### config.mk
export PLATFORM = sky130hd
export DESIGN_NAME = downstream_processor
export DESIGN_NICKNAME = d
export VERILOG_FILES = /design/src/rtl/downstream_processor.sv
export SDC_FILE = /design/constraint.sdc
export NUM_CORES = 1
export LEC_CHECK = 0
export CAP_MARGIN = 20
export CORE_MARGIN = 3
export CORE_UTILIZATION = 25
export DETAILED_ROUTE_END_ITERATION = 16
export PLACE_DENSITY_LB_ADDON = 0.12
export SLEW_MARGIN = 20
export SYNTH_ARGS = -nofsm -noshare
export SYNTH_HDL_FRONTEND = slang
export SYNTH_SLANG_ARGS = --single-unit
### constraint.sdc
create_clock -name clk -period 4.2 [get_ports clk]
set_input_delay 0.84 -clock clk [delete_from_list [all_inputs] [get_ports clk]]
set_output_delay 0.84 -clock clk [all_outputs]
set_load 0.005 [all_outputs]
### src/rtl/downstream_processor.sv
// Per-client cancelled-quantity table: INIT sweep, IDLE/LOOKUP/UPDATE read-modify-write, bypassed query port.
// Optional macro DOWNSTREAM_SAT_EN: clamp on overflow/underflow instead of wrapping.
module downstream_processor #(
  parameter int CLIENTS = 32,
  parameter int AMT_W   = 16
) (
  input  logic                       clk,
  input  logic                       HRESET,
  input  logic                       in_valid,
  output logic                       in_ready,
  input  logic [$clog2(CLIENTS)-1:0] in_client_id,
  input  logic [1:0]                 in_type,
  input  logic [AMT_W-1:0]           in_amount,
  input  logic [$clog2(CLIENTS)-1:0] q_client_id,
  output logic [AMT_W-1:0]           q_cancelled,
  output logic                       upd_valid,
  output logic [$clog2(CLIENTS)-1:0] upd_client_id,
  output logic [AMT_W-1:0]           upd_value,
  output logic                       err_illegal,
  output logic                       err_ovf
);
  localparam int ID_W = $clog2(CLIENTS);
  localparam logic [1:0] T_ACK = 2'b00;
  localparam logic [1:0] T_CLR = 2'b01;
  localparam logic [1:0] T_COR = 2'b10;
  localparam logic [1:0] T_ILL = 2'b11;

  typedef enum logic [1:0] {INIT = 2'd0, IDLE = 2'd1, LOOKUP = 2'd2, UPDATE = 2'd3} state_t;

  state_t           state_r;
  logic [ID_W-1:0]  init_idx_r;
  logic [ID_W-1:0]  client_r;
  logic [1:0]       type_r;
  logic [AMT_W-1:0] amount_r;
  logic [AMT_W-1:0] operand_r;
  logic [AMT_W-1:0] table_r [CLIENTS];

  logic [AMT_W:0]   sum_s;
  logic [AMT_W:0]   diff_s;
  logic [AMT_W-1:0] result_s;
  logic             ovf_s;
  logic             we_s;
  logic [ID_W-1:0]  wr_addr_s;
  logic [AMT_W-1:0] wr_data_s;

  // Result of the pending report; bit AMT_W of the 17-bit intermediate is carry/borrow
  always_comb begin
    sum_s    = {1'b0, operand_r} + {1'b0, amount_r};
    diff_s   = {1'b0, operand_r} - {1'b0, amount_r};
    result_s = {AMT_W{1'b0}};
    ovf_s    = 1'b0;
    case (type_r)
      T_ACK: begin
        ovf_s = sum_s[AMT_W];
`ifdef DOWNSTREAM_SAT_EN
        result_s = sum_s[AMT_W] ? {AMT_W{1'b1}} : sum_s[AMT_W-1:0];
`else
        result_s = sum_s[AMT_W-1:0];
`endif
      end
      T_COR: begin
        ovf_s = diff_s[AMT_W];
`ifdef DOWNSTREAM_SAT_EN
        result_s = diff_s[AMT_W] ? {AMT_W{1'b0}} : diff_s[AMT_W-1:0];
`else
        result_s = diff_s[AMT_W-1:0];
`endif
      end
      T_CLR: begin
        result_s = {AMT_W{1'b0}};
        ovf_s    = 1'b0;
      end
      default: begin
        result_s = {AMT_W{1'b0}};
        ovf_s    = 1'b0;
      end
    endcase
  end

  // Single table write port shared by the init sweep and the UPDATE commit
  always_comb begin
    we_s      = 1'b0;
    wr_addr_s = client_r;
    wr_data_s = result_s;
    case (state_r)
      INIT: begin
        we_s      = 1'b1;
        wr_addr_s = init_idx_r;
        wr_data_s = {AMT_W{1'b0}};
      end
      UPDATE:  we_s = 1'b1;
      default: we_s = 1'b0;
    endcase
  end

  // Table storage, deliberately not reset; the INIT sweep clears it
  always_ff @(posedge clk) begin
    if (we_s) begin
      table_r[wr_addr_s] <= wr_data_s;
    end
  end

  // Control FSM with registered handshake and status outputs
  always_ff @(posedge clk or posedge HRESET) begin
    if (HRESET) begin
      state_r       <= INIT;
      init_idx_r    <= {ID_W{1'b0}};
      client_r      <= {ID_W{1'b0}};
      type_r        <= T_ACK;
      amount_r      <= {AMT_W{1'b0}};
      operand_r     <= {AMT_W{1'b0}};
      in_ready      <= 1'b0;
      upd_valid     <= 1'b0;
      upd_client_id <= {ID_W{1'b0}};
      upd_value     <= {AMT_W{1'b0}};
      err_illegal   <= 1'b0;
      err_ovf       <= 1'b0;
    end else begin
      upd_valid   <= 1'b0;
      err_illegal <= 1'b0;
      err_ovf     <= 1'b0;
      case (state_r)
        INIT: begin
          init_idx_r <= init_idx_r + ID_W'(1);
          if (init_idx_r == ID_W'(CLIENTS - 1)) begin
            state_r  <= IDLE;
            in_ready <= 1'b1;
          end
        end
        IDLE: begin
          if (in_valid) begin
            client_r <= in_client_id;
            type_r   <= in_type;
            amount_r <= in_amount;
            if (in_type == T_ILL) begin
              err_illegal <= 1'b1;
            end else begin
              state_r  <= LOOKUP;
              in_ready <= 1'b0;
            end
          end
        end
        LOOKUP: begin
          operand_r <= table_r[client_r];
          state_r   <= UPDATE;
        end
        UPDATE: begin
          upd_valid     <= 1'b1;
          upd_client_id <= client_r;
          upd_value     <= result_s;
          err_ovf       <= ovf_s;
          state_r       <= IDLE;
          in_ready      <= 1'b1;
        end
        default: begin
          state_r  <= INIT;
          in_ready <= 1'b0;
        end
      endcase
    end
  end

  // Query port: write-first bypass so a same-edge commit is visible immediately
  always_ff @(posedge clk or posedge HRESET) begin
    if (HRESET) begin
      q_cancelled <= {AMT_W{1'b0}};
    end else if (state_r == INIT) begin
      q_cancelled <= {AMT_W{1'b0}};
    end else if (we_s && (wr_addr_s == q_client_id)) begin
      q_cancelled <= wr_data_s;
    end else begin
      q_cancelled <= table_r[q_client_id];
    end
  end
endmodule
* Word-level counts from Yosys, hierarchy flattened
Memory sizes are Yosys's and may differ from the RTL's. A register that Yosys moved wholly into a read port is not among the register bits.
Index checks and enable logic that the tools add are counted.
W data, S select, Z words.
** Word-level totals
- Memories :: 1
- Bits in writable memories :: 512
- Output and inout bits :: 41
- Register bits after elaboration :: 71
- Logic and storage cells :: 56
** Cells by class
- $add $sub $neg :: 3
- Muxes and demuxes :: 22
- Reduce and logical (&&, ||, !) cells :: 8
- Equality and inequality tests :: 10
** Memory list
- table_r :: depth 32, bits a word 16, read ports 2, clocked after Yosys merged registers in 1, wr ports 1, RTL line 36 : logic [AMT_W-1:0] table_r [CLIENTS];
** Operators by type and width (number)
- $mux W16 :: 3
- $pmux W16 S2 :: 1
- $add A16 B16 Y17 :: 1
- $sub A16 B16 Y17 :: 1
- $mux W1 :: 11
- $eq A2 B2 Y1 const B :: 4
- $pmux W2 S4 :: 1
- $mux W2 :: 3
- $ne A2 B2 Y1 const B :: 3
- $add A5 B1 Y5 const B :: 1
- $eq A5 B5 Y1 :: 1
- $eq A5 B5 Y1 const B :: 1
- $mux W5 :: 1
- $logic_not A2 Y1 :: 2
- $reduce_and A4 Y1 :: 1
- $pmux W1 S3 :: 1
- $reduce_and A3 Y1 :: 1
- $reduce_bool A3 Y1 :: 1
- $eq A2 B1 Y1 const B :: 1
- $pmux W1 S2 :: 1
- $reduce_and A2 Y1 :: 1
- $reduce_or A2 Y1 :: 1
- $logic_and A1 B1 Y1 :: 1

* Logic depth before layout (Yosys ltp)
- Depth in word-level cells :: 6
- Mapped depth :: 11

* Worst setup path after synthesis
OpenSTA, ideal clock, no wires.
- Kind :: reg2reg
- Start point :: register amount_r[1]
- End point :: memory table_r[0][15], data pin
- Required time :: 3.823 ns
- Path slack :: 0.727 ns
- Arrival time :: 3.096 ns
- Stages on the path, launching flop included :: 10
- Period minus slack after synthesis :: 3.473 ns
- Cells stage by stage :: dfrtp_1 inv_1 ha_1 nand2b_1 a2111o_1 a21boi_1 o21ai_1 a221oi_1 o21ai_0 a21oi_1
** Between the ends
- Cells in the longest elaborated chain, start to end :: 3
- Elaborated cells on any way between the ends :: 4
** Ends and longest elaborated chain
- start, declared :: RTL line 34 : logic [AMT_W-1:0] amount_r;
- start signal, assigned :: RTL line 110 : amount_r <= {AMT_W{1'b0}};
- start signal, assigned :: RTL line 134 : amount_r <= in_amount;
- $sub A16 B16 Y17 or $add A16 B16 Y17 (tied branches) :: RTL line 49, 48
- $pmux W16 S2 (*) :: RTL line 52 : case (type_r)
- $mux W16 (*) :: RTL line 85 : case (state_r)
- via wr_data_s[15] :: RTL line 44 : logic [AMT_W-1:0] wr_data_s;
- end, declared :: RTL line 36
The timed path passes the listed nets; every way through them passes the cells marked *.

==> impl_results.md <==
- Leak: 0.0115 uW
- Clock Tree Root: clkbuf_16
- Clk sinks: 599
- Max-slew violations: 0
- Pre-Repair DR Iteration Count: 5
- Synth cell types: 68
- Nets@finish: 1779
- DRT antenna net count: 0
- Total GRT Usage: 0.167
- Clock skew: 0.0265 ns
- Routed metal-1 wirelength: 46.6 mm
- Int Pwr: 18000 uW
- Average cell area after synthesis: 18.5 um2
- Buffers added on ports: 71
- Antenna Cells: 0
- Die Y: 345 um
- Minimum clock period: 3.44 ns
- Hold/Removal Path Class: reg -> reg
- CP Capture Type: flip-flop
- Top Metal Used: met4
- GRT Residual Overflow: 0
- Fraction of layout cells with a size suffix above 1: 0.361
- Least-Margin Pin Slew: 0.971 ns
- Reg2Reg Depth: 5
- Outcome: finished, final reports clean
- Antenna violations before repair: 3
- Routed wl met3: 4.63 mm
- Clk buf depth: 3
- Mapped Area: 0.0287 mm2
- DR iter-0 viols: 1458
- Max frequency: 291 MHz
- Final WL: 98.9 mm
- Core Box Area: 0.113 mm2
- Asr flop ratio synth: 0.145
- Worst setup SP type: flip-flop
- Setup tns final: 0 ns
- Final Util: 0.305
- Cts hold-fix bufs: 0
- Worst-skew pair later-pin latency: 0.64 ns
- RSZ-0062 raised after global routing: no
- Die W: 345 um
- Wire per inst: 30.2 um
- Ports: 72
- Sw Ratio: 0.382
- Cell Rows: 123
- Top_reg_cell synth: edfxtp_1
- Combinational Power Share: 0.424
- Slew margin rel.: 0.352
- Synth Instances: 1556
- Sequential fraction of design power: 0.352
- Initial core utilization: 0.254
- Clock power frac: 0.224
- Synth Net Count: 1627
- Post-CTS sizing: 0
- Final worst path period share: 0.818
- Hold Path Depth: 1
- Psw: 11100 uW
- Gpl congestion: 0.795
- Count of flip-flops with a built-in enable after synthesis: 512
- Largest net degree at the start of global routing: 63
- Clock-pin slew on the worst setup and hold paths: 0.06 ns
- CP max FO: 48
- Die ar.: 0.119 mm2
- PwrDens: 843 mW/mm2
- Fillers: 11106
- Drc violations: 0
- Synthesis-stage register bit count: 599
- Hpwl dp: 63.4 mm
- Vias: 16461
- CP Data Required Time: 4.67 ns
- Metal2 WL: 45.6 mm
- H-tree depth: 3
- Worst Path Arrival: 3.91 ns
- Tot Pwr: 29100 uW
- Vias in the first global route: 16916
- Kind of critical path: reg -> reg
- Post-synthesis sequential area ratio: 0.611
- Synth warn: 0
- Num CTS Buffers: 74
- Drt via density: 5.04
- Layout area overhead: 20.2%
- Max-cap violations: 0
- Post-CTS Setup Bufs: 0
- First-pass GRT wire length: 138 mm
- Hold Violations, Final: 0
- CTS tree: yes
- IR drop worst, VDD: 0.355 mV
- Final setup violating endpoints: 0
-- registers in the layout, summed over array words and instances, names as in the netlist --
name,count
err_ovf,1
init_idx_r,5
amount_r,16
table_r,512
q_cancelled,16
upd_client_id,5
operand_r,16
upd_value,16
upd_valid,1
in_ready,1
client_r,5
type_r,2
err_illegal,1
state_r,2
-- critical path, stage by stage, from the launching register on --
cell and delay, ns:
dfrtp_4 0.95, buf_4 0.46, mux4_2 0.38, mux4_2 0.50, mux2i_1 0.71, a21oi_1 0.15
-- cell type report --
class                      instances  area [um2]  area share
sequential                       599       17600       0.508
inverter                          41         156     0.00453
multi-input combinational        805       10600       0.308
clock inverter                    40         404      0.0117
clock buffer                      97        2070      0.0600
timing repair buffer             187        1830      0.0531
tap                             1500        1880      0.0543
-- layout by cell type, fill, tap and decap left out, types with 12 or more instances in the layout --
cell / n
inv_1: 39
o21ai_0: 18
nor2_1: 57
nand2_1: 44
clkbuf_1: 13
buf_12: 21
mux4_2: 312
edfxtp_1: 512
clkinv_1: 13
a211oi_1: 16
nor2b_1: 12
nor2_2: 37
ha_1: 37
dfrtp_1: 84
a21oi_1: 42
mux2_2: 40
clkbuf_16: 77
clkdlybuf4s50_1: 66
mux2i_1: 37
xnor2_1: 13
clkinv_2: 12
buf_4: 97
-- kinds of logic (layout without fill, tap and decap cells) --
logic type               count (synthesis)  count (layout)  share of synthesized area
multiplexers                           390             390                      0.274
XOR/XNOR                                21              21                    0.00640
flip-flops                             599             599                      0.611
buffers and inverters                  152             365                     0.0225
AND/OR/NAND/NOR                        200             200                     0.0315
AO/OA/AOI/OAI                          154             154                     0.0367
adder cells (fa/ha/maj)                 40              40                     0.0179
-- metrics by stage --
| step | instances | hold slack [ns] | setup WS, ns | area, um2 |
|---|---|---|---|---|
| floorplan | 1556 | 0.477 | 0.727 | 28700 |
| global placement | 3132 | 0.473 | 0.799 | 32100 |
| detailed placement | 3132 | 0.477 | 0.756 | 32100 |
| CTS | 3269 | 0.499 | 0.809 | 34500 |
| global route | 3269 | 0.519 | 0.583 | 34500 |
| finish | 3269 | 0.495 | 0.763 | 34500 |
-- cells in the mapped netlist, types with 4 or more instances --
master | number | area (um2)
edfxtp_1 | 512 | 15400
mux4_2 | 312 | 7030
nor2_1 | 93 | 349
dfrtp_1 | 87 | 2180
clkbuf_1 | 66 | 248
nand2_1 | 44 | 165
a21oi_1 | 43 | 215
inv_1 | 40 | 150
mux2_2 | 40 | 450
ha_1 | 38 | 475
mux2i_1 | 37 | 370
buf_2 | 24 | 120
o21ai_0 | 18 | 90.1
a211oi_1 | 16 | 120
nor2b_1 | 14 | 87.6
xnor2_1 | 13 | 114
buf_1 | 11 | 41.3
o2bb2ai_1 | 11 | 96.3
nand2b_1 | 8 | 50.1
nor3_1 | 8 | 40.0
o211ai_1 | 8 | 60.1
xor2_1 | 8 | 70.1
a21o_1 | 6 | 45.0
a2bb2oi_1 | 6 | 52.6
buf_4 | 6 | 45.0
nand3_1 | 6 | 30.0
o22ai_1 | 5 | 31.3
a221oi_1 | 4 | 35.0
a32o_1 | 4 | 40.0
and3_1 | 4 | 25.0
or2_2 | 4 | 25.0
-- power by group through the flow --
| stage | Clock [uW] | Combinational (uW) | Sequential [uW] |
|---|---|---|---|
| after floorplan | 0 | 7200 | 9930 |
| after global placement | 0 | 12500 | 10400 |
| after detailed placement | 0 | 12600 | 10400 |
| after CTS | 6680 | 12600 | 10300 |
| after global routing | 6930 | 13400 | 10400 |
| final | 6520 | 12400 | 10300 |
-- layer usage --
metal | vias up | track usage
met5 | - | 0
met4 | 0 | 0.0392
met3 | 119 | 0.0233
met2 | 513 | 0.261
met1 | 9039 | 0.245
li1 | 6790 | -
-- worst paths after layout --
| path | startpoint | to | slack, ns |
|---|---|---|---|
| setup / recovery | client_r[1] | operand_r[12] | 0.76 |
| hold / removal | upd_value[10] | upd_value[10] | 0.50 |
| setup reg to reg | client_r[1] | operand_r[12] | 0.76 |
| hold reg to reg | upd_value[10] | upd_value[10] | 0.50 |
| max in group asynchronous | HRESET | q_cancelled[5] | 2.52 |
| min in group asynchronous | HRESET | upd_client_id[3] | 0.73 |
Note: power is estimated with default switching activity, not from simulation.
